===== src/rtl/disp_scan_ctrl_pkg.sv =====
// Shared types and constants for the 7-segment scan controller.
package disp_pkg;

  typedef enum logic [1:0] {
    IDLE  = 2'd0,
    BLANK = 2'd1,
    SHOW  = 2'd2
  } scan_state_t;

  localparam logic [7:0] SEG_OFF = 8'hFF;
  localparam logic [7:0] AN_OFF  = 8'hFF;

  // Ceiling log2, never less than 1 so counters always have a bit.
  function automatic int clog2(input int v);
    int r;
    r = 1;
    for (int i = 1; i < 32; i++) begin
      if ((1 << i) < v) r = i + 1;
    end
    return r;
  endfunction

endpackage


===== src/rtl/disp_scan_ctrl_if.sv =====
// System-side and display-side signals of the scan controller.
interface disp_scan_if #(parameter int N_DIGITS = 4);
  logic                  enable;
  logic                  load;
  logic [4*N_DIGITS-1:0] value;
  logic [N_DIGITS-1:0]   dp_in;
  logic                  lz_en;
  logic [N_DIGITS-1:0]   an;
  logic [7:0]            sseg;
  logic                  frame_done;

  modport master (
    output enable, load, value, dp_in, lz_en,
    input  an, sseg, frame_done
  );

  modport slave (
    input  enable, load, value, dp_in, lz_en,
    output an, sseg, frame_done
  );
endinterface


===== src/rtl/hex_to_7seg.sv =====
// Hex nibble to active-low 7-segment pattern; bit 7 is the decimal point.
module hex_to_7seg
  import disp_pkg::*;
(
  input  logic [3:0] nibble,
  input  logic       dp,
  output logic [7:0] seg
);

  logic [6:0] gfedcba;

  always_comb begin
    gfedcba = 7'h7F;
    case (nibble)
      4'h0: gfedcba = 7'h40;
      4'h1: gfedcba = 7'h79;
      4'h2: gfedcba = 7'h24;
      4'h3: gfedcba = 7'h30;
      4'h4: gfedcba = 7'h19;
      4'h5: gfedcba = 7'h12;
      4'h6: gfedcba = 7'h02;
      4'h7: gfedcba = 7'h78;
      4'h8: gfedcba = 7'h00;
      4'h9: gfedcba = 7'h10;
      4'hA: gfedcba = 7'h08;
      4'hB: gfedcba = 7'h03;
      4'hC: gfedcba = 7'h46;
      4'hD: gfedcba = 7'h21;
      4'hE: gfedcba = 7'h06;
      4'hF: gfedcba = 7'h0E;
      default: gfedcba = 7'h7F;
    endcase
  end

  assign seg = {~dp, gfedcba};

endmodule


===== src/rtl/disp_scan_ctrl.sv =====
// Multiplexed N-digit common-anode display scanner with double-buffered value.
//
//   state | meaning
//   IDLE  | scan disabled, display dark
//   BLANK | slot start, all anodes off to suppress ghosting
//   SHOW  | current digit driven
module disp_scan_ctrl
  import disp_pkg::*;
#(
  parameter int N_DIGITS  = 4,
  parameter int PRESCALE  = 50000,
  parameter int BLANK_CYC = 16
)(
  input  logic        clk,
  input  logic        reset,
  disp_scan_if.slave  bus
);

  localparam int CW = clog2(PRESCALE);
  localparam int IW = clog2(N_DIGITS);
  localparam logic [CW-1:0] CNT_LAST = CW'(PRESCALE - 1);
  localparam logic [CW-1:0] BLK_LAST = CW'((BLANK_CYC > 0) ? BLANK_CYC - 1 : 0);
  localparam logic [IW-1:0] IDX_LAST = IW'(N_DIGITS - 1);
  localparam scan_state_t   SLOT_START = (BLANK_CYC == 0) ? SHOW : BLANK;

  scan_state_t            state_q, state_d;
  logic [IW-1:0]          idx_q, idx_d;
  logic [CW-1:0]          cnt_q, cnt_d;
  logic [4*N_DIGITS-1:0]  pend_val, act_val, next_val;
  logic [N_DIGITS-1:0]    pend_dp, act_dp, next_dp;
  logic [N_DIGITS-1:0]    an_q, an_d, supp;
  logic [7:0]             sseg_q, sseg_d, seg_dec;
  logic                   fd_q, commit, wrap, run;
  logic [3:0]             nib;

  always_ff @(posedge clk or posedge reset) begin
    if (reset) begin
      state_q  <= IDLE;
      idx_q    <= '0;
      cnt_q    <= '0;
      pend_val <= '0;
      pend_dp  <= '0;
      act_val  <= '0;
      act_dp   <= '0;
      an_q     <= AN_OFF[N_DIGITS-1:0];
      sseg_q   <= SEG_OFF;
      fd_q     <= 1'b0;
    end else begin
      state_q <= state_d;
      idx_q   <= idx_d;
      cnt_q   <= cnt_d;
      an_q    <= an_d;
      sseg_q  <= sseg_d;
      fd_q    <= wrap;
      if (bus.load) begin
        pend_val <= bus.value;
        pend_dp  <= bus.dp_in;
      end
      if (commit) begin
        act_val <= pend_val;
        act_dp  <= pend_dp;
      end
    end
  end

  always_comb begin
    state_d = state_q;
    idx_d   = idx_q;
    cnt_d   = cnt_q;
    commit  = 1'b0;
    wrap    = 1'b0;
    if (!bus.enable) begin
      state_d = IDLE;
      idx_d   = '0;
      cnt_d   = '0;
    end else begin
      case (state_q)
        IDLE: begin
          state_d = SLOT_START;
          idx_d   = '0;
          cnt_d   = '0;
          commit  = 1'b1;
        end
        BLANK: begin
          cnt_d = cnt_q + 1'b1;
          if (cnt_q == BLK_LAST) state_d = SHOW;
        end
        SHOW: begin
          if (cnt_q == CNT_LAST) begin
            cnt_d   = '0;
            state_d = SLOT_START;
            if (idx_q == IDX_LAST) begin
              idx_d  = '0;
              commit = 1'b1;
              wrap   = 1'b1;
            end else begin
              idx_d = idx_q + 1'b1;
            end
          end else begin
            cnt_d = cnt_q + 1'b1;
          end
        end
        default: state_d = IDLE;
      endcase
    end
  end

  // Output path looks at the buffer as it will be after this edge's commit.
  assign next_val = commit ? pend_val : act_val;
  assign next_dp  = commit ? pend_dp  : act_dp;
  assign nib      = next_val[{idx_d, 2'b00} +: 4];

  always_comb begin
    supp = '0;
    run  = bus.lz_en;
    for (int i = N_DIGITS - 1; i > 0; i--) begin
      if (run && (next_val[4*i +: 4] == 4'h0) && !next_dp[i]) supp[i] = 1'b1;
      else run = 1'b0;
    end
  end

  hex_to_7seg u_dec (
    .nibble (nib),
    .dp     (next_dp[idx_d]),
    .seg    (seg_dec)
  );

  always_comb begin
    an_d   = AN_OFF[N_DIGITS-1:0];
    sseg_d = SEG_OFF;
    if (state_d == SHOW && !supp[idx_d]) begin
      an_d[idx_d] = 1'b0;
      sseg_d      = seg_dec;
    end
  end

  assign bus.an         = an_q;
  assign bus.sseg       = sseg_q;
  assign bus.frame_done = fd_q;

endmodule


===== src/flat_wrapper.sv =====
// flat-port wrapper written by rule: the top's interface ports become plain ports
module disp_scan_ctrl_flat import disp_pkg::*;
#(
  parameter int N_DIGITS  = 4,
  parameter int PRESCALE  = 50000,
  parameter int BLANK_CYC = 16
)
  (clk, reset, bus_enable, bus_load, bus_value, bus_dp_in, bus_lz_en, bus_an, bus_sseg, bus_frame_done);
  disp_scan_if #(.N_DIGITS(N_DIGITS)) bus_i ();
  input  logic clk;
  input  logic reset;
  input wire logic [$bits(bus_i.enable)-1:0] bus_enable;
  input wire logic [$bits(bus_i.load)-1:0] bus_load;
  input wire logic [$bits(bus_i.value)-1:0] bus_value;
  input wire logic [$bits(bus_i.dp_in)-1:0] bus_dp_in;
  input wire logic [$bits(bus_i.lz_en)-1:0] bus_lz_en;
  output wire logic [$bits(bus_i.an)-1:0] bus_an;
  output wire logic [$bits(bus_i.sseg)-1:0] bus_sseg;
  output wire logic [$bits(bus_i.frame_done)-1:0] bus_frame_done;
  assign bus_i.enable = bus_enable;
  assign bus_i.load = bus_load;
  assign bus_i.value = bus_value;
  assign bus_i.dp_in = bus_dp_in;
  assign bus_i.lz_en = bus_lz_en;
  assign bus_an = bus_i.an;
  assign bus_sseg = bus_i.sseg;
  assign bus_frame_done = bus_i.frame_done;
  disp_scan_ctrl #(.N_DIGITS(N_DIGITS), .PRESCALE(PRESCALE), .BLANK_CYC(BLANK_CYC)) u_core (.clk(clk), .reset(reset), .bus(bus_i));
endmodule

===== config.mk =====
export PLATFORM = sky130hd
export DESIGN_NAME = disp_scan_ctrl_flat
export DESIGN_NICKNAME = d
export VERILOG_FILES = /design/src/rtl/disp_scan_ctrl_pkg.sv /design/src/rtl/disp_scan_ctrl_if.sv /design/src/rtl/hex_to_7seg.sv /design/src/rtl/disp_scan_ctrl.sv /design/src/flat_wrapper.sv
export SDC_FILE = /design/constraint.sdc
export NUM_CORES = 1
export LEC_CHECK = 0
export BUFFER_PORTS_ARGS = -buffer_cell sky130_fd_sc_hd__buf_4
export CAP_MARGIN = 20
export CORE_MARGIN = 4
export CORE_UTILIZATION = 50
export DETAILED_ROUTE_END_ITERATION = 6
export GPL_TIMING_DRIVEN = 0
export PLACE_DENSITY_LB_ADDON = 0.15
export RECOVER_POWER = 100
export SLEW_MARGIN = 20
export SYNTH_ARGS = -nofsm -noshare
export SYNTH_HDL_FRONTEND = slang
export SYNTH_HIERARCHICAL = 1
export SYNTH_SLANG_ARGS = --single-unit

===== constraint.sdc =====
create_clock -name clk -period 4 [get_ports clk]
set_input_delay 0.4 -clock clk [delete_from_list [all_inputs] [get_ports clk]]
set_output_delay 0.4 -clock clk [all_outputs]
set_load 0.005 [all_outputs]

# Yosys cells after proc, flatten, opt, wreduce, memory -nomap -nowiden
# Memories as Yosys holds them, arrays and structs flattened.
# Cells that the tools add are included.
[totals] n_memories=1 out_inout_bits=13 romBits=112 word_cells=73 in_bits=25 regBits=119
[classes] muxes=32 bitwise_logic=2 shift=1 n_eq_ne=7 magnitude_cmp=2 addsub=2 reduce_logical=16
[memory_table] memory="(name not given)" words=16 width=7 read_ports=1 rd_ports_with_merged_regs=0 write_ports=0 line_no="hex_to_7seg.sv:14" text="case (nibble)"
[ops] operator="32-bit 2-to-1 mux" count=5
[ops] operator="32-bit one-hot mux with 3 select lines" count=1
[ops] operator="32-bit by 1-bit adder with 32-bit output, second input constant" count=2
[ops] operator="32-bit one-hot mux with 2 select lines" count=1
[ops] operator="16-bit by 35-bit variable part select with 4-bit output" count=1
[ops] operator="32-bit by 16-bit == test with 1-bit output, second input constant" count=1
[ops] operator="32-bit by 2-bit == test with 1-bit output, second input constant" count=1
[ops] operator="32-bit by 4-bit == test with 1-bit output, second input constant" count=1
[ops] operator="32-bit by 1-bit greater-or-equal comparator with 1-bit output, second input constant" count=1
[ops] operator="32-bit by 3-bit less-than comparator with 1-bit output, second input constant" count=1
[ops] operator="16-bit 2-to-1 mux" count=1
[ops] operator="1-bit 2-to-1 mux" count=13
[ops] operator="4-bit zero test" count=3
[ops] operator="1-bit logical AND" count=8
[ops] operator="4-bit 2-to-1 mux" count=2
[ops] operator="8-bit 2-to-1 mux" count=1
[ops] operator="2-bit 2-to-1 mux" count=3
[ops] operator="2-bit one-hot mux with 3 select lines" count=1
[ops] operator="1-bit binary-select mux with 2-bit select" count=2
[ops] operator="2-bit == test, second input constant" count=2
[ops] operator="1-bit zero test" count=4
[ops] operator="4-bit by 1-bit inequality test with 1-bit output, second input constant" count=1
[ops] operator="4-bit inverter" count=1
[ops] operator="1-bit demux with 2-bit select" count=1
[ops] operator="4 further kinds" count=4

# Logic depth before layout (Yosys ltp)
# Gate-level depths: netlist of the first run.
[depth] depth_word=21 depth_mapped=19 mapped_depth_nobuf=17

# Cells and area by module
# The synthesis of the first run kept the hierarchy.
[modules_own_cells] module="disp_scan_ctrl" cells_per_inst=656 instances=1 area_each_um2=6490.0
[modules_own_cells] module="hex_to_7seg" cells_per_inst=36 instances=1 area_each_um2=274.0

# Least setup slack after synthesis of the first run
# No wires, ideal clock.
[synth_path] kind="register to register" start="register u_core.cnt_q[0]" end="register u_core.sseg_q[3] (netlist: u_core/bus.sseg[3])" setup_slack_ns=-0.201 arrival_time_ns=4.117 n_path_buf=1 path_stages_with_launch=16 path_cell_list="dfrtp_1 > ha_1 > nor4b_2 > nand4_4 > nor4_4 > a22oi_1 > clkbuf_1 > mux2_2 > mux2i_1 > mux2_2 > nor2_1 > inv_1 > ha_1 > inv_1 > mux4_2 > or2_2"
[synth_via] elab_cells_between_ends=39 cone_classes="eq/ne: 3; shift: 1; mux: 20; reduce/logical: 14; memory: 1"
[synth_rtl] element="start, declared" line_no="disp_scan_ctrl.sv:28" text="logic [CW-1:0] cnt_q, cnt_d;"
[synth_rtl] element="start signal, assigned" line_no="disp_scan_ctrl.sv:51" text="cnt_q <= cnt_d;"
[synth_rtl] element="32-bit by 16-bit == test with 1-bit output" line_no="disp_scan_ctrl.sv:89" text="if (cnt_q == CNT_LAST) begin"
[synth_rtl] element="1-bit 2-to-1 mux" line_no="disp_scan_ctrl.sv:89"
[synth_rtl] element="1-bit one-hot mux with 2 select lines" line_no="disp_scan_ctrl.sv:77" text="case (state_q)"
[synth_rtl] element="1-bit 2-to-1 mux" line_no="disp_scan_ctrl.sv:72" text="if (!bus.enable) begin"
[synth_rtl] element="16-bit 2-to-1 mux" line_no="disp_scan_ctrl.sv:109" text="assign next_val = commit ? pend_val : act_val;"
[synth_rtl] element="named net u_core.next_val[12]" line_no="disp_scan_ctrl.sv:29" text="logic [4*N_DIGITS-1:0] pend_val, act_val, next_val;"
[synth_rtl] element="16-bit by 35-bit variable part select with 4-bit output" line_no="disp_scan_ctrl.sv:111" text="assign nib = next_val[{idx_d, 2'b00} +: 4];"
[synth_rtl] element="named net u_core.nib[0]" line_no="disp_scan_ctrl.sv:34" text="logic [3:0] nib;"
[synth_rtl] element="memory read 16 x 7 bit"
[synth_rtl] element="named net u_core.seg_dec[3]" line_no="disp_scan_ctrl.sv:32" text="logic [7:0] sseg_q, sseg_d, seg_dec;"
[synth_rtl] element="8-bit 2-to-1 mux" line_no="disp_scan_ctrl.sv:131" text="if (state_d == SHOW && !supp[idx_d]) begin"
[synth_rtl] element="named net u_core.sseg_d[3]" line_no="disp_scan_ctrl.sv:32"
[synth_rtl] element="end signal, assigned" line_no="disp_scan_ctrl.sv:53" text="sseg_q <= sseg_d;"
[synth_rtl] element="end, declared" line_no="disp_scan_ctrl.sv:32"
# The timed path passes the listed nets, and every way through them passes these cells. The select of a mux whose other input is x is not followed.
# A chain may end at the register's enable or synchronous reset.

# Worst setup path in the final report of the first run
[layout_path] start="register u_core.cnt_q[23]" end="register u_core.sseg_q[3] (netlist: u_core/bus.sseg[3])"
[layout_via] elab_cells_between_ends=39 cone_classes="eq/ne: 3; shift: 1; mux: 20; reduce/logical: 14; memory: 1"
[layout_rtl] element="32-bit by 16-bit == test with 1-bit output *" line_no="disp_scan_ctrl.sv:89"
[layout_rtl] element="1-bit 2-to-1 mux" line_no="disp_scan_ctrl.sv:89"
[layout_rtl] element="1-bit one-hot mux with 2 select lines" line_no="disp_scan_ctrl.sv:77"
[layout_rtl] element="1-bit 2-to-1 mux" line_no="disp_scan_ctrl.sv:72"
[layout_rtl] element="16-bit 2-to-1 mux" line_no="disp_scan_ctrl.sv:109"
[layout_rtl] element="16-bit by 35-bit variable part select with 4-bit output *" line_no="disp_scan_ctrl.sv:111"
[layout_rtl] element="named net u_core.nib[0]" line_no="disp_scan_ctrl.sv:34"
[layout_rtl] element="memory read 16 x 7 bit *"
[layout_rtl] element="named net u_core.seg_dec[3]" line_no="disp_scan_ctrl.sv:32"
[layout_rtl] element="8-bit 2-to-1 mux *" line_no="disp_scan_ctrl.sv:131"
[layout_rtl] element="named net u_core.sseg_d[3]" line_no="disp_scan_ctrl.sv:32"
# Mark *: on every way through the listed nets, which the timed path passes. The rest lies on a longest branch. The select of a mux whose other input is x is not followed.

==> results of run 1 <==
==> power by group through the flow <==
stage	sequential (mW)	combinational, mW	clock (mW)
4_1_cts	1.30	0.342	1.56
3_5_place_dp	1.32	0.324	0
6_report	1.30	0.349	1.54
3_3_place_gp	1.32	0.307	0
5_1_grt	1.31	0.382	1.62
2_1_floorplan	1.31	0.238	0
==> flip-flops by register name, indices dropped and copies added (netlist names), 4 cells and up <==
name and count:
u_core/act_dp 4, u_core/act_val 16, u_core/bus.an 4, u_core/bus.sseg 8, u_core/cnt_q 32, u_core/idx_q 32
u_core/pend_dp 4, u_core/pend_val 16
==> cells in the final DEF, fill, tap and decap left out, drive strengths merged, types with 6 or more instances in the layout <==
| master | Yosys | routed |
|---|---|---|
| nor4 | 27 | 27 |
| nand2 | 54 | 54 |
| and2 | 7 | 7 |
| nor2 | 67 | 67 |
| buf | 11 | 68 |
| nand2b | 6 | 6 |
| or3 | 7 | 7 |
| or4 | 9 | 9 |
| dfrtp | 107 | 107 |
| xor2 | 16 | 16 |
| o31ai | 14 | 14 |
| a31oi | 10 | 10 |
| mux2 | 45 | 45 |
| mux2i | 15 | 15 |
| clkbuf | 26 | 60 |
| inv | 19 | 20 |
| a21oi | 14 | 14 |
| nand3 | 26 | 26 |
| dfstp | 12 | 12 |
| ha | 13 | 13 |
| and3 | 15 | 15 |
| nand4b | 6 | 6 |
| o21ai | 37 | 37 |
| or2 | 10 | 10 |
| nor3 | 18 | 18 |
| xnor2 | 14 | 14 |
| nand4 | 24 | 24 |
==> cell type report <==
cell class	instances	area, sq um
fillers	1093	4810
multi-input cells	517	3780
flip-flops and latches	119	3020
repair buffers	79	589
clock buffers	20	447
well taps	176	220
plain buffers	30	155
clock inverters	11	149
inverters	19	75.1
==> cells by family (layout without fill, tap and decap cells) <==
logic type | count (synthesis) | after routing | synth area share (%)
muxes | 61 | 61 | 10.0
AOI/OAI and AO/OA | 118 | 118 | 11.4
buffers and inverters | 56 | 159 | 3.44
and+or+nand+nor | 295 | 295 | 24.5
adders and majority gates | 13 | 13 | 2.40
xor gates and xnor gates | 30 | 30 | 3.88
DFF | 119 | 119 | 44.2
==> worst reg2reg max path, delay by kind of cell, from the launching register on <==
family | cells | cell delay, ns
adders and majority gates | 1 | 0.28
buffers and inverters | 6 | 0.97
DFF | 1 | 0.44
muxes | 1 | 0.45
and+or+nand+nor | 6 | 1.46
AOI/OAI and AO/OA | 1 | 0.14
==> metal layers <==
layer	part of all wire (%)	global-route usage [%]	wire length (microns)	vias up
met3	7.0	5.57	1300	27
met1	41	31.0	7660	2886
li1	-	-	-	2734
met4	1.4	7.93	267	0
met5	0	0	0	-
met2	50	39.2	9270	246
==> final timing paths <==
path / startpoint / endpoint / slack, ns / depth (start not counted)
min: bus_value[7] / u_core/pend_val[7] / 0.21 / 2
max in group asynchronous: reset / u_core/bus.sseg[1] / 1.94 / 4
min in group asynchronous: reset / u_core/cnt_q[25] / 1.00 / 3
max reg2reg: u_core/cnt_q[23] / u_core/bus.sseg[3] / 0.19 / 15
max: u_core/cnt_q[23] / u_core/bus.sseg[3] / 0.19 / 15
min reg2reg: u_core/act_val[3] / u_core/act_val[3] / 0.50 / 1
==> what timing repair did <==
| item | in CTS | in global routing |
|---|---|---|
| setup buffers | 19 | 22 |
| resized for setup | 27 | 47 |
| endpoints found under the setup margin | 11 | 11 |
| hold buffers | 1 | 0 |
| endpoints found under the hold margin | 38 | 0 |
| pin swaps | 13 | 17 |
==> metrics.json, run 1 <==
{
  "timing": {
    "timing.final.hold_violations": 0,
    "worst_hold_slack_ns": 0.215,
    "report.final.setup_viol": 0,
    "slew_viol_final": 39,
    "slew-limit-headroom_pct": -18.8,
    "timing.setup.tns_ns": 0,
    "period_minus_slack_ns": 3.81,
    "fin_worst_skew_ns": 0.00628,
    "post-route-period-util_pct": 95.3,
    "maxClockFrequency_mhz": 262,
    "timing.final.ws_setup_ns": 0.189,
    "worst_pin_slew_ns": 1.77
  },
  "drt": {
    "drt_first_pass_iters": 6,
    "detail-route-antenna-nets": 0,
    "via_count": 5893,
    "drcViolationCount": 0,
    "routed_wire_length_microns": 18500,
    "drt-initial-drc-count": 575,
    "wire_per_inst_microns": 19.0,
    "viasPerCell": 6.07
  },
  "global_routing": {
    "grt_remaining_overflow": 0,
    "grt_first_pass_wirelength_microns": 29700,
    "antenna_found_initial": 0,
    "vias_in_the_first_global_route": 5727,
    "maximum_number_of_pins_on_one_net_before_global_route_repair": 82,
    "grtUsageTotal_pct": 23.8
  },
  "floorplanning": {
    "row_count": 42,
    "floorplan.initialDensity_pct": 51.1,
    "floorplan.die_area_sq_um": 15500,
    "core_area_sq_um": 13200,
    "die_height_microns": 124,
    "ios": 38,
    "die-width_microns": 124
  },
  "clocking": {
    "numClockSinks": 119,
    "root_buf_cell": "sky130_fd_sc_hd__clkbuf_16",
    "cts_tree": "yes",
    "cts_made_buffers": 17,
    "clk_latency_ns": 0.42,
    "htree_levels": 4,
    "ctsLongestPathBuffers": 2,
    "cts.reportedPaths.clkPinSlew_ns": 0.05
  },
  "placement": {
    "dp_slack_ns": -0.939,
    "area_after_dpl_sq_um": 7290,
    "placed_cells": 905,
    "quantity_of_i_o_buffers_inserted_on_ports": 36,
    "gp_congestion": 0.948,
    "hpwlAfterDp_microns": 12500
  },
  "synth": {
    "yosysWarnings": 6,
    "synth.distinct_cells": 74,
    "synth_nets": 730,
    "synth_seq_cells": 119,
    "synth-edff-count": 0,
    "area_share_of_the_largest_cell_type_after_synthesis_pct": 39.6,
    "yosys.area.top_type": "sky130_fd_sc_hd__dfrtp_1",
    "synth_most_common_cell": "sky130_fd_sc_hd__dfrtp_1",
    "post_synthesis_area_per_instance_sq_um": 9.77,
    "dominantRegCellSynth": "sky130_fd_sc_hd__dfrtp_1",
    "ys_async_sr_fraction_pct": 100,
    "synth.top_cells.by_count": "sky130_fd_sc_hd__dfrtp_1, sky130_fd_sc_hd__nor2_1, sky130_fd_sc_hd__nand2_1",
    "ys_top_cells_by_area": "sky130_fd_sc_hd__dfrtp_1, sky130_fd_sc_hd__mux2_2, sky130_fd_sc_hd__dfstp_2",
    "ys_seq_area_share_pct": 44.2,
    "mappedNetlistArea_sq_um": 6760,
    "postSynthCellCount": 692
  },
  "setup_path": {
    "element_type_at_the_critical_path_end": "flop",
    "critPathSlowestCell": "sky130_fd_sc_hd__mux4_2",
    "worst-endpoint-arrival_ns": 4.15,
    "critPathKind": "flop to flop",
    "timing.critical_path.slowest_cell_delay_ns": 0.45,
    "critical_path_buf_inv_count": 6,
    "crit_path_max_fanout": 10,
    "critical-path-top-delay-family": "simple AND/OR/NAND/NOR gates",
    "critical_path_required_ns": 4.34,
    "timing.critical_path.cells": "nor3_1 -> nand4_4 -> nor4_4 -> buf_4 -> nand2b_1 -> buf_2 -> buf_2 -> o211ai_1 -> buf_4 -> nor2_4 -> inv_2 -> ha_1 -> inv_1 -> mux4_2 -> or2_2",
    "kind_of_launch_point_of_the_worst_setup_path": "flop"
  },
  "finish": {
    "finish.net_count": 821,
    "post-route-util_pct": 63.7,
    "areaGrowthSynthToFinish_pct": 24.7,
    "num_antenna_cells": 0,
    "fin_area_sq_um": 8430,
    "final_cell_count_no_fill": 971,
    "final_layout_size_suffix_gt1_share_pct": 29.8
  },
  "power": {
    "power.ir.vdd_worst_mv": 0.315,
    "clock_power_share_pct": 48.2,
    "p_sw_mw": 0.762,
    "pwr-share-comb_pct": 10.9,
    "sw_frac_of_total_pct": 23.9,
    "share_seq_of_total_power_pct": 40.9,
    "cell_internal_pwr_mw": 2.43,
    "power_per_cell_area_nw_per_um2": 378,
    "p_leak_nw": 3.41,
    "totalPowerFinal_mw": 3.19
  },
  "outcome": {
    "violations": "capacitance limit, slew limit",
    "outcome": "complete, but fails checks"
  },
  "run": {
    "max-cap-violations": 1
  },
  "hold_path": {
    "min-delay-path-class": "input port to flop"
  }
}
No activity file was read; power rests on OpenSTA's default activity.
==> run 2, diff against run 1 <==
--- a/config.mk
+++ b/config.mk
@@ -7,8 +7,10 @@
 export LEC_CHECK = 0
 export BUFFER_PORTS_ARGS = -buffer_cell sky130_fd_sc_hd__buf_4
 export CAP_MARGIN = 20
+export CELL_PAD_IN_SITES_DETAIL_PLACEMENT = 1
+export CELL_PAD_IN_SITES_GLOBAL_PLACEMENT = 1
 export CORE_MARGIN = 4
-export CORE_UTILIZATION = 50
+export CORE_UTILIZATION = 44
 export DETAILED_ROUTE_END_ITERATION = 6
 export GPL_TIMING_DRIVEN = 0
 export PLACE_DENSITY_LB_ADDON = 0.15
==> metrics.json, run 2 (same netlist as run 1, synthesis figures left out) <==
{
  "floorplanning": {
    "floorplan.initialDensity": {"value": 44.7, "unit": "%", "change": "-6.4 points"},
    "row_count": {"value": 45, "change": "+7.1%"},
    "ios": {"value": 38, "change": "unchanged"},
    "die-width": {"value": 132, "unit": "microns", "change": "+6.2%"},
    "floorplan.die_area": {"value": 17400, "unit": "sq um", "change": "+13%"},
    "die_height": {"value": 132, "unit": "microns", "change": "+6.2%"},
    "core_area": {"value": 15100, "unit": "sq um", "change": "+14%"}
  },
  "setup_path": {
    "crit_path_max_fanout": {"value": 8, "change": "-2"},
    "worst-endpoint-arrival": {"value": 4.34, "unit": "ns", "change": "+0.19 ns"},
    "critPathKind": "flop to flop",
    "timing.critical_path.cells": "ha_4 -> nor4b_4 -> nand4_1 -> nor4_4 -> buf_4 -> a22oi_2 -> buf_8 -> mux2_4 -> mux2i_2 -> mux2_4 -> nor2_4 -> buf_4 -> ha_1 -> mux4_2 -> or2_2",
    "reg2regPathDepth": {"value": 15, "change": "unchanged"},
    "rrSetupSlack": {"value": 0.001, "unit": "ns", "change": "-0.19 ns"},
    "critical_path_required": {"value": 4.34, "unit": "ns", "change": "about the same"},
    "critPathSlowestCell": "sky130_fd_sc_hd__mux4_2",
    "timing.critical_path.slowest_cell_delay": {"value": 0.48, "unit": "ns", "change": "+0.03 ns"},
    "kind_of_launch_point_of_the_worst_setup_path": "flop",
    "element_type_at_the_critical_path_end": "flop"
  },
  "placement": {
    "gp_congestion": {"value": 0.904, "change": "-4.6%"},
    "hpwlAfterDp": {"value": 14400, "unit": "microns", "change": "+15%"},
    "quantity_of_i_o_buffers_inserted_on_ports": {"value": 36, "change": "unchanged"},
    "placed_cells": {"value": 917, "change": "+1.3%"},
    "area_after_dpl": {"value": 7310, "unit": "sq um", "change": "+0.21%"}
  },
  "finish": {
    "mostFrequentLayoutCells": "sky130_fd_sc_hd__dfrtp_1, sky130_fd_sc_hd__nor2_1, sky130_fd_sc_hd__nand2_1",
    "area.sequential": {"value": 3000, "unit": "sq um", "change": "-0.62%"},
    "areaGrowthSynthToFinish_pct": 23.8,
    "final_cell_count_no_fill": {"value": 972, "change": "+0.10%"},
    "largestRegisters": "u_core/cnt_q: 32 flops, u_core/idx_q: 32 flops",
    "fin_area": {"value": 8380, "unit": "sq um", "change": "-0.68%"},
    "final.fill_count": {"value": 1641, "change": "+50%"},
    "layout_commonest_cell": "sky130_fd_sc_hd__dfrtp_1",
    "finish.net_count": {"value": 809, "change": "-1.5%"},
    "final_layout_size_suffix_gt1_share": {"value": 28.2, "unit": "%", "change": "-1.6 points"},
    "multi_input_area": {"value": 3770, "unit": "sq um", "change": "-0.40%"},
    "num_antenna_cells": {"value": 0, "change": "unchanged"}
  },
  "global_routing": {
    "antenna_found_initial": {"value": 0, "change": "unchanged"},
    "grt_remaining_overflow": {"value": 0, "change": "unchanged"},
    "vias_in_the_first_global_route": {"value": 6315, "change": "+10%"},
    "grtUsageTotal": {"value": 24.2, "unit": "%", "change": "+0.42 points"},
    "maximum_number_of_pins_on_one_net_before_global_route_repair": {"value": 75, "change": "-8.5%"},
    "grt_first_pass_wirelength": {"value": 33800, "unit": "microns", "change": "+14%"}
  },
  "timing": {
    "worst_pin_slew": {"value": 2.13, "unit": "ns", "change": "+0.354 ns"},
    "timing.final.hold_violations": {"value": 0, "change": "unchanged"},
    "rsz0062_at_grt": "true",
    "period_minus_slack": {"value": 4.00, "unit": "ns", "change": "+0.188 ns"},
    "report.final.setup_viol": {"value": 0, "change": "unchanged"},
    "timing.setup.tns": {"value": 0, "unit": "ns", "change": "unchanged"},
    "slew-limit-headroom": {"value": -42.5, "unit": "%", "change": "-24 points"},
    "fin_worst_skew": {"value": 0.0131, "unit": "ns", "change": "+0.00680 ns"},
    "maxClockFrequency": {"value": 250, "unit": "MHz", "change": "-4.7%"},
    "post-route-period-util": {"value": 100, "unit": "%", "change": "+4.7 points"},
    "slew_viol_final": {"value": 122, "change": "+210%"}
  },
  "hold_path": {
    "min-delay-path-class": "input port to flop",
    "hold_path_depth": {"value": 2, "change": "unchanged"}
  },
  "drt": {
    "drt_first_pass_iters": {"value": 5, "change": "-1"},
    "drcViolationCount": {"value": 0, "change": "unchanged"},
    "routed_wire_length": {"value": 21500, "unit": "microns", "change": "+16%"},
    "detail-route-antenna-nets": {"value": 0, "change": "unchanged"},
    "viasPerCell": {"value": 6.16, "change": "+1.5%"},
    "drt-initial-drc-count": {"value": 433, "change": "-25%"},
    "via_count": {"value": 5987, "change": "+1.6%"},
    "wire_per_inst": {"value": 22.2, "unit": "microns", "change": "+16%"}
  },
  "clocking": {
    "cts.hold.buffers_added": {"value": 0, "change": "-1"},
    "cts_tree": "yes",
    "numClockSinks": {"value": 119, "change": "unchanged"},
    "root_buf_cell": "sky130_fd_sc_hd__clkbuf_16",
    "htree_levels": {"value": 4, "change": "unchanged"},
    "cts_made_buffers": {"value": 17, "change": "unchanged"},
    "clk_latency": {"value": 0.42, "unit": "ns", "change": "about the same"},
    "ctsLongestPathBuffers": {"value": 2, "change": "unchanged"},
    "cts.reportedPaths.clkPinSlew": {"value": 0.06, "unit": "ns", "change": "about the same"}
  },
  "power": {
    "p_leak": {"value": 3.40, "unit": "nW", "change": "-0.25%"},
    "power_per_cell_area": {"value": 395, "unit": "nW/um^2", "change": "+4.6%"},
    "power.ir.vdd_worst": {"value": 0.327, "unit": "mV", "change": "+4.1%"}
  },
  "outcome": {
    "violations": "capacitance limit, slew limit",
    "outcome": "complete, but fails checks"
  },
  "run": {
    "max-cap-violations": {"value": 2, "change": "+1"}
  }
}
==> run 2: repair_timing <==
action	CTS	global route
resized for setup	30	33
buffers inserted	17	11
pin swaps	13	9
gates cloned	0	1
endpoints found under the setup margin	11	11
==> run 2: final cells by class <==
type / instances / area share (%)
multi-input combinational: 517 / 45.0
sequential: 119 / 35.8
timing repair buffer: 66 / 6.14
clock buffer: 19 / 5.29
tap: 188 / 2.81
buffer: 31 / 2.09
clock inverter: 13 / 2.02
inverter: 19 / 0.896
==> run 2: final timing paths <==
path	end	from
worst max-delay path	u_core/bus.sseg[3]	u_core/idx_q[1]
min in group asynchronous	u_core/pend_val[11]	reset
max in group asynchronous	u_core/idx_q[15]	reset
worst max register to register	u_core/bus.sseg[3]	u_core/idx_q[1]
worst min-delay path	u_core/pend_val[2]	bus_value[2]
worst min register to register	u_core/act_val[3]	u_core/act_val[3]
==> run 2: stage by stage <==
| step | hold slack, ns | worst slack [ns] | util, % | total power, mW |
|---|---|---|---|---|
| floorplan | 0.464 | 0.0186 | - | 1.55 |
| global placement | 0.485 | -0.941 | 48.0 | 1.63 |
| detailed placement | 0.465 | -1.09 | 48.3 | 1.66 |
| CTS | 0.0120 | 0.00560 | 54.0 | 3.31 |
| global route | 0.197 | -0.137 | 55.3 | 3.44 |
| finish | 0.208 | 0.00109 | 55.3 | 3.31 |
==> run 2: power by group <==
group          internal [mW]  switching [mW]
combinational          0.178           0.216
sequential              1.27          0.0414
clock                   1.00           0.605
total                   2.45           0.863
==> run 2: worst max-delay path, delay by kind of cell (launching register included) <==
family,cells,cell delay (ns)
and+or+nand+nor,5,1.16
DFF,1,0.41
buffers and inverters,3,0.54
adders and majority gates,2,0.41
AOI/OAI and AO/OA,1,0.15
muxes,4,1.24
==> run 2: metal layers <==
| metal | vias up | routed length [microns] | share of wire (%) | global-route usage [%] |
|---|---|---|---|---|
| met5 | - | 0 | 0 | 0 |
| met4 | 0 | 505 | 2.3 | 7.82 |
| met3 | 41 | 1110 | 5.1 | 5.61 |
| met2 | 207 | 10800 | 50 | 40.6 |
| met1 | 3040 | 9160 | 43 | 31.0 |
| li1 | 2699 | - | - | - |
==> run 3, diff against run 2 <==
--- a/config.mk
+++ b/config.mk
@@ -9,8 +9,8 @@
 export CAP_MARGIN = 20
 export CELL_PAD_IN_SITES_DETAIL_PLACEMENT = 1
 export CELL_PAD_IN_SITES_GLOBAL_PLACEMENT = 1
-export CORE_MARGIN = 4
-export CORE_UTILIZATION = 44
+export CORE_MARGIN = 2
+export CORE_UTILIZATION = 50
 export DETAILED_ROUTE_END_ITERATION = 6
 export GPL_TIMING_DRIVEN = 0
 export PLACE_DENSITY_LB_ADDON = 0.15
==> constraint.sdc (replaced) <==
create_clock -name clk -period 4.63 [get_ports clk]
set_input_delay 0.463 -clock clk [delete_from_list [all_inputs] [get_ports clk]]
set_output_delay 0.463 -clock clk [all_outputs]
set_load 0.005 [all_outputs]
==> metrics.json, run 3 (same netlist as run 1, synthesis figures left out) <==
{
  "setup_path": {
    "reg2regPathDepth": {"value": 17, "change": "+2"},
    "critical_path_required": {"value": 4.97, "unit": "ns", "change": "+0.63 ns"},
    "timing.rr.end": "u_core/bus.sseg[3]",
    "cpMostUsedCell": "sky130_fd_sc_hd__inv_1",
    "critPathKind": "flop to flop",
    "timing.critical_path.cells": "inv_1 -> ha_1 -> clkbuf_1 -> nand2_1 -> nor2_4 -> nand2_1 -> o21a_1 -> buf_4 -> inv_2 -> mux2i_1 -> mux2_2 -> nor2_4 -> inv_1 -> ha_1 -> inv_1 -> mux4_2 -> or2_2",
    "crit_path_max_fanout": {"value": 10, "change": "+2"},
    "critical_path_buf_inv_count": {"value": 6, "change": "+3"},
    "worst-endpoint-arrival": {"value": 4.75, "unit": "ns", "change": "+0.41 ns"},
    "kind_of_launch_point_of_the_worst_setup_path": "flop",
    "rrSetupSlack": {"value": 0.22, "unit": "ns", "change": "+0.22 ns"},
    "critPathSlowestCell": "sky130_fd_sc_hd__mux4_2",
    "timing.critical_path.slowest_cell_delay": {"value": 0.44, "unit": "ns", "change": "-0.04 ns"},
    "element_type_at_the_critical_path_end": "flop",
    "reg2reg_from": "u_core/state_q[0]",
    "critical-path-top-delay-family": "simple AND/OR/NAND/NOR gates"
  },
  "clocking": {
    "ctsLongestPathBuffers": {"value": 2, "change": "unchanged"},
    "cts_made_buffers": {"value": 17, "change": "unchanged"},
    "cts.reportedPaths.clkPinSlew": {"value": 0.06, "unit": "ns", "change": "about the same"},
    "root_buf_cell": "sky130_fd_sc_hd__clkbuf_16",
    "clk_latency": {"value": 0.42, "unit": "ns", "change": "about the same"},
    "numClockSinks": {"value": 119, "change": "unchanged"},
    "htree_levels": {"value": 4, "change": "unchanged"},
    "cts.hold.buffers_added": {"value": 0, "change": "unchanged"},
    "cts_tree": "yes"
  },
  "drt": {
    "wire_per_inst": {"value": 21.7, "unit": "microns", "change": "-2.0%"},
    "detail-route-antenna-nets": {"value": 0, "change": "unchanged"},
    "drcViolationCount": {"value": 0, "change": "unchanged"},
    "viasPerCell": {"value": 6.40, "change": "+3.9%"},
    "routed_wire_length": {"value": 20500, "unit": "microns", "change": "-4.6%"},
    "drt_first_pass_iters": {"value": 5, "change": "unchanged"},
    "drt-initial-drc-count": {"value": 464, "change": "+7.2%"},
    "via_count": {"value": 6056, "change": "+1.2%"}
  },
  "floorplanning": {
    "die_height": {"value": 120, "unit": "microns", "change": "-8.8%"},
    "core_area": {"value": 13200, "unit": "sq um", "change": "-13%"},
    "die-width": {"value": 120, "unit": "microns", "change": "-8.8%"},
    "row_count": {"value": 42, "change": "-6.7%"},
    "ios": {"value": 38, "change": "unchanged"},
    "floorplan.initialDensity": {"value": 51.1, "unit": "%", "change": "+6.4 points"},
    "floorplan.die_area": {"value": 14500, "unit": "sq um", "change": "-17%"}
  },
  "finish": {
    "finish.net_count": {"value": 795, "change": "-1.7%"},
    "mostFrequentLayoutCells": "sky130_fd_sc_hd__dfrtp_1, sky130_fd_sc_hd__nor2_1, sky130_fd_sc_hd__nand2_1",
    "largestRegisters": "u_core/cnt_q: 32 flops, u_core/idx_q: 32 flops",
    "num_antenna_cells": {"value": 0, "change": "unchanged"},
    "areaGrowthSynthToFinish_pct": 17.7,
    "fin_area": {"value": 7960, "unit": "sq um", "change": "-5.0%"},
    "final_layout_size_suffix_gt1_share": {"value": 21.6, "unit": "%", "change": "-6.6 points"},
    "layout_commonest_cell": "sky130_fd_sc_hd__dfrtp_1",
    "post-route-util": {"value": 60.1, "unit": "%", "change": "+4.8 points"}
  },
  "power": {
    "power.ir.vdd_worst": {"value": 0.355, "unit": "mV", "change": "+8.4%"},
    "power_per_cell_area": {"value": 346, "unit": "nW/um^2", "change": "-13%"},
    "p_leak": {"value": 3.23, "unit": "nW", "change": "-5.0%"},
    "totalPowerFinal": {"value": 2.75, "unit": "mW", "change": "-17%"}
  },
  "hold_path": {
    "hold_path_depth": {"value": 2, "change": "unchanged"},
    "holdPathEnd": "u_core/pend_val[15]",
    "hold_start": "bus_value[15]",
    "min-delay-path-class": "input port to flop"
  },
  "placement": {
    "area_after_dpl": {"value": 7290, "unit": "sq um", "change": "-0.29%"},
    "dp_slack": {"value": -0.802, "unit": "ns", "change": "+0.285 ns"},
    "quantity_of_i_o_buffers_inserted_on_ports": {"value": 36, "change": "unchanged"},
    "gp_congestion": {"value": 0.930, "change": "+2.9%"},
    "hpwlAfterDp": {"value": 14100, "unit": "microns", "change": "-2.0%"}
  },
  "global_routing": {
    "antenna_found_initial": {"value": 0, "change": "unchanged"},
    "vias_in_the_first_global_route": {"value": 6439, "change": "+2.0%"},
    "maximum_number_of_pins_on_one_net_before_global_route_repair": {"value": 81, "change": "+8.0%"},
    "grt_remaining_overflow": {"value": 0, "change": "unchanged"},
    "grt_first_pass_wirelength": {"value": 33500, "unit": "microns", "change": "-1.0%"},
    "grtUsageTotal": {"value": 29.7, "unit": "%", "change": "+5.5 points"}
  },
  "timing": {
    "timing.final.hold_violations": {"value": 0, "change": "unchanged"},
    "maxClockFrequency": {"value": 227, "unit": "MHz", "change": "-9.3%"},
    "timing.final.ws_setup": {"value": 0.222, "unit": "ns", "change": "+0.221 ns"},
    "slew_viol_final": {"value": 122, "change": "unchanged"},
    "worst_pin_slew": {"value": 1.99, "unit": "ns", "change": "-0.137 ns"},
    "period_minus_slack": {"value": 4.41, "unit": "ns", "change": "+0.409 ns"},
    "post-route-period-util": {"value": 95.2, "unit": "%", "change": "-4.8 points"},
    "slew-limit-headroom": {"value": -32.6, "unit": "%", "change": "+9.9 points"},
    "report.final.setup_viol": {"value": 0, "change": "unchanged"},
    "rsz0062_at_grt": "false",
    "fin_worst_skew": {"value": 0.0117, "unit": "ns", "change": "-0.00140 ns"}
  },
  "run": {
    "max-cap-violations": {"value": 2, "change": "unchanged"}
  },
  "outcome": {
    "violations": "capacitance limit, slew limit",
    "outcome": "complete, but fails checks"
  }
}
[run 3: report_power, final]
group / internal, mW / leakage [nW] / total, mW / switching [mW]
clock: 0.825 / 0.294 / 1.33 / 0.507
sequential: 1.10 / 1.53 / 1.13 / 0.0366
combinational: 0.122 / 1.40 / 0.287 / 0.165
[run 3: repair_timing]
item,CTS,global route
setup endpoints to repair,7,2
resized for setup,8,8
setup buffers,4,5
pin swaps,2,2
[run 3: worst reg2reg max path: stages (launching register included)]
cell,delay (ns)
sky130_fd_sc_hd__dfrtp_1,0.41
sky130_fd_sc_hd__inv_1,0.10
sky130_fd_sc_hd__ha_1,0.16
sky130_fd_sc_hd__clkbuf_1,0.35
sky130_fd_sc_hd__nand2_1,0.39
sky130_fd_sc_hd__nor2_4,0.33
sky130_fd_sc_hd__nand2_1,0.11
sky130_fd_sc_hd__o21a_1,0.18
sky130_fd_sc_hd__buf_4,0.18
sky130_fd_sc_hd__inv_2,0.22
sky130_fd_sc_hd__mux2i_1,0.17
sky130_fd_sc_hd__mux2_2,0.31
sky130_fd_sc_hd__nor2_4,0.17
sky130_fd_sc_hd__inv_1,0.14
sky130_fd_sc_hd__ha_1,0.31
sky130_fd_sc_hd__inv_1,0.07
sky130_fd_sc_hd__mux4_2,0.44
sky130_fd_sc_hd__or2_2,0.30
[run 3: routing by layer]
metal | up-vias | routed length [microns] | track usage [%]
li1 | 2672 | - | -
met1 | 3064 | 8480 | 37.2
met2 | 252 | 10200 | 49.7
met3 | 68 | 1080 | 5.90
met4 | 0 | 785 | 13.6
met5 | - | 0 | 0
[run 3: final cells by class]
| class | instances | area [sq um] |
|---|---|---|
| buffer | 37 | 156 |
| clock buffer | 19 | 453 |
| clock inverter | 13 | 144 |
| fill | 1485 | 5280 |
| inverter | 19 | 72.6 |
| multi-input combinational | 517 | 3590 |
| sequential | 119 | 2990 |
| tap | 176 | 220 |
| timing repair buffer | 46 | 332 |
[run 3: worst max-delay path by stage]
stage	startpoint	end	slack [ns]	cells past startpoint
after floorplan	u_core/cnt_q[0]	u_core/bus.sseg[3]	0.43	15
after global placement	u_core/cnt_q[0]	u_core/bus.sseg[3]	-0.59	15
after detailed placement	u_core/cnt_q[0]	u_core/bus.sseg[3]	-0.80	15
after CTS	u_core/cnt_q[0]	u_core/bus.sseg[3]	0.05	18
after global routing	u_core/cnt_q[14]	u_core/bus.sseg[3]	0.006	18
final	u_core/state_q[0]	u_core/bus.sseg[3]	0.22	17
[run 3: metrics by stage]
step | std cells | TNS [ns] | hold WS (ns)
6_report | 946 | 0 | 0.273
5_1_grt | 946 | 0 | 0.261
4_1_cts | 941 | 0 | 0.0611
3_5_place_dp | 905 | -3.49 | 0.495
3_3_place_gp | 904 | -40.55 | 0.480
2_1_floorplan | 692 | 0 | 0.464
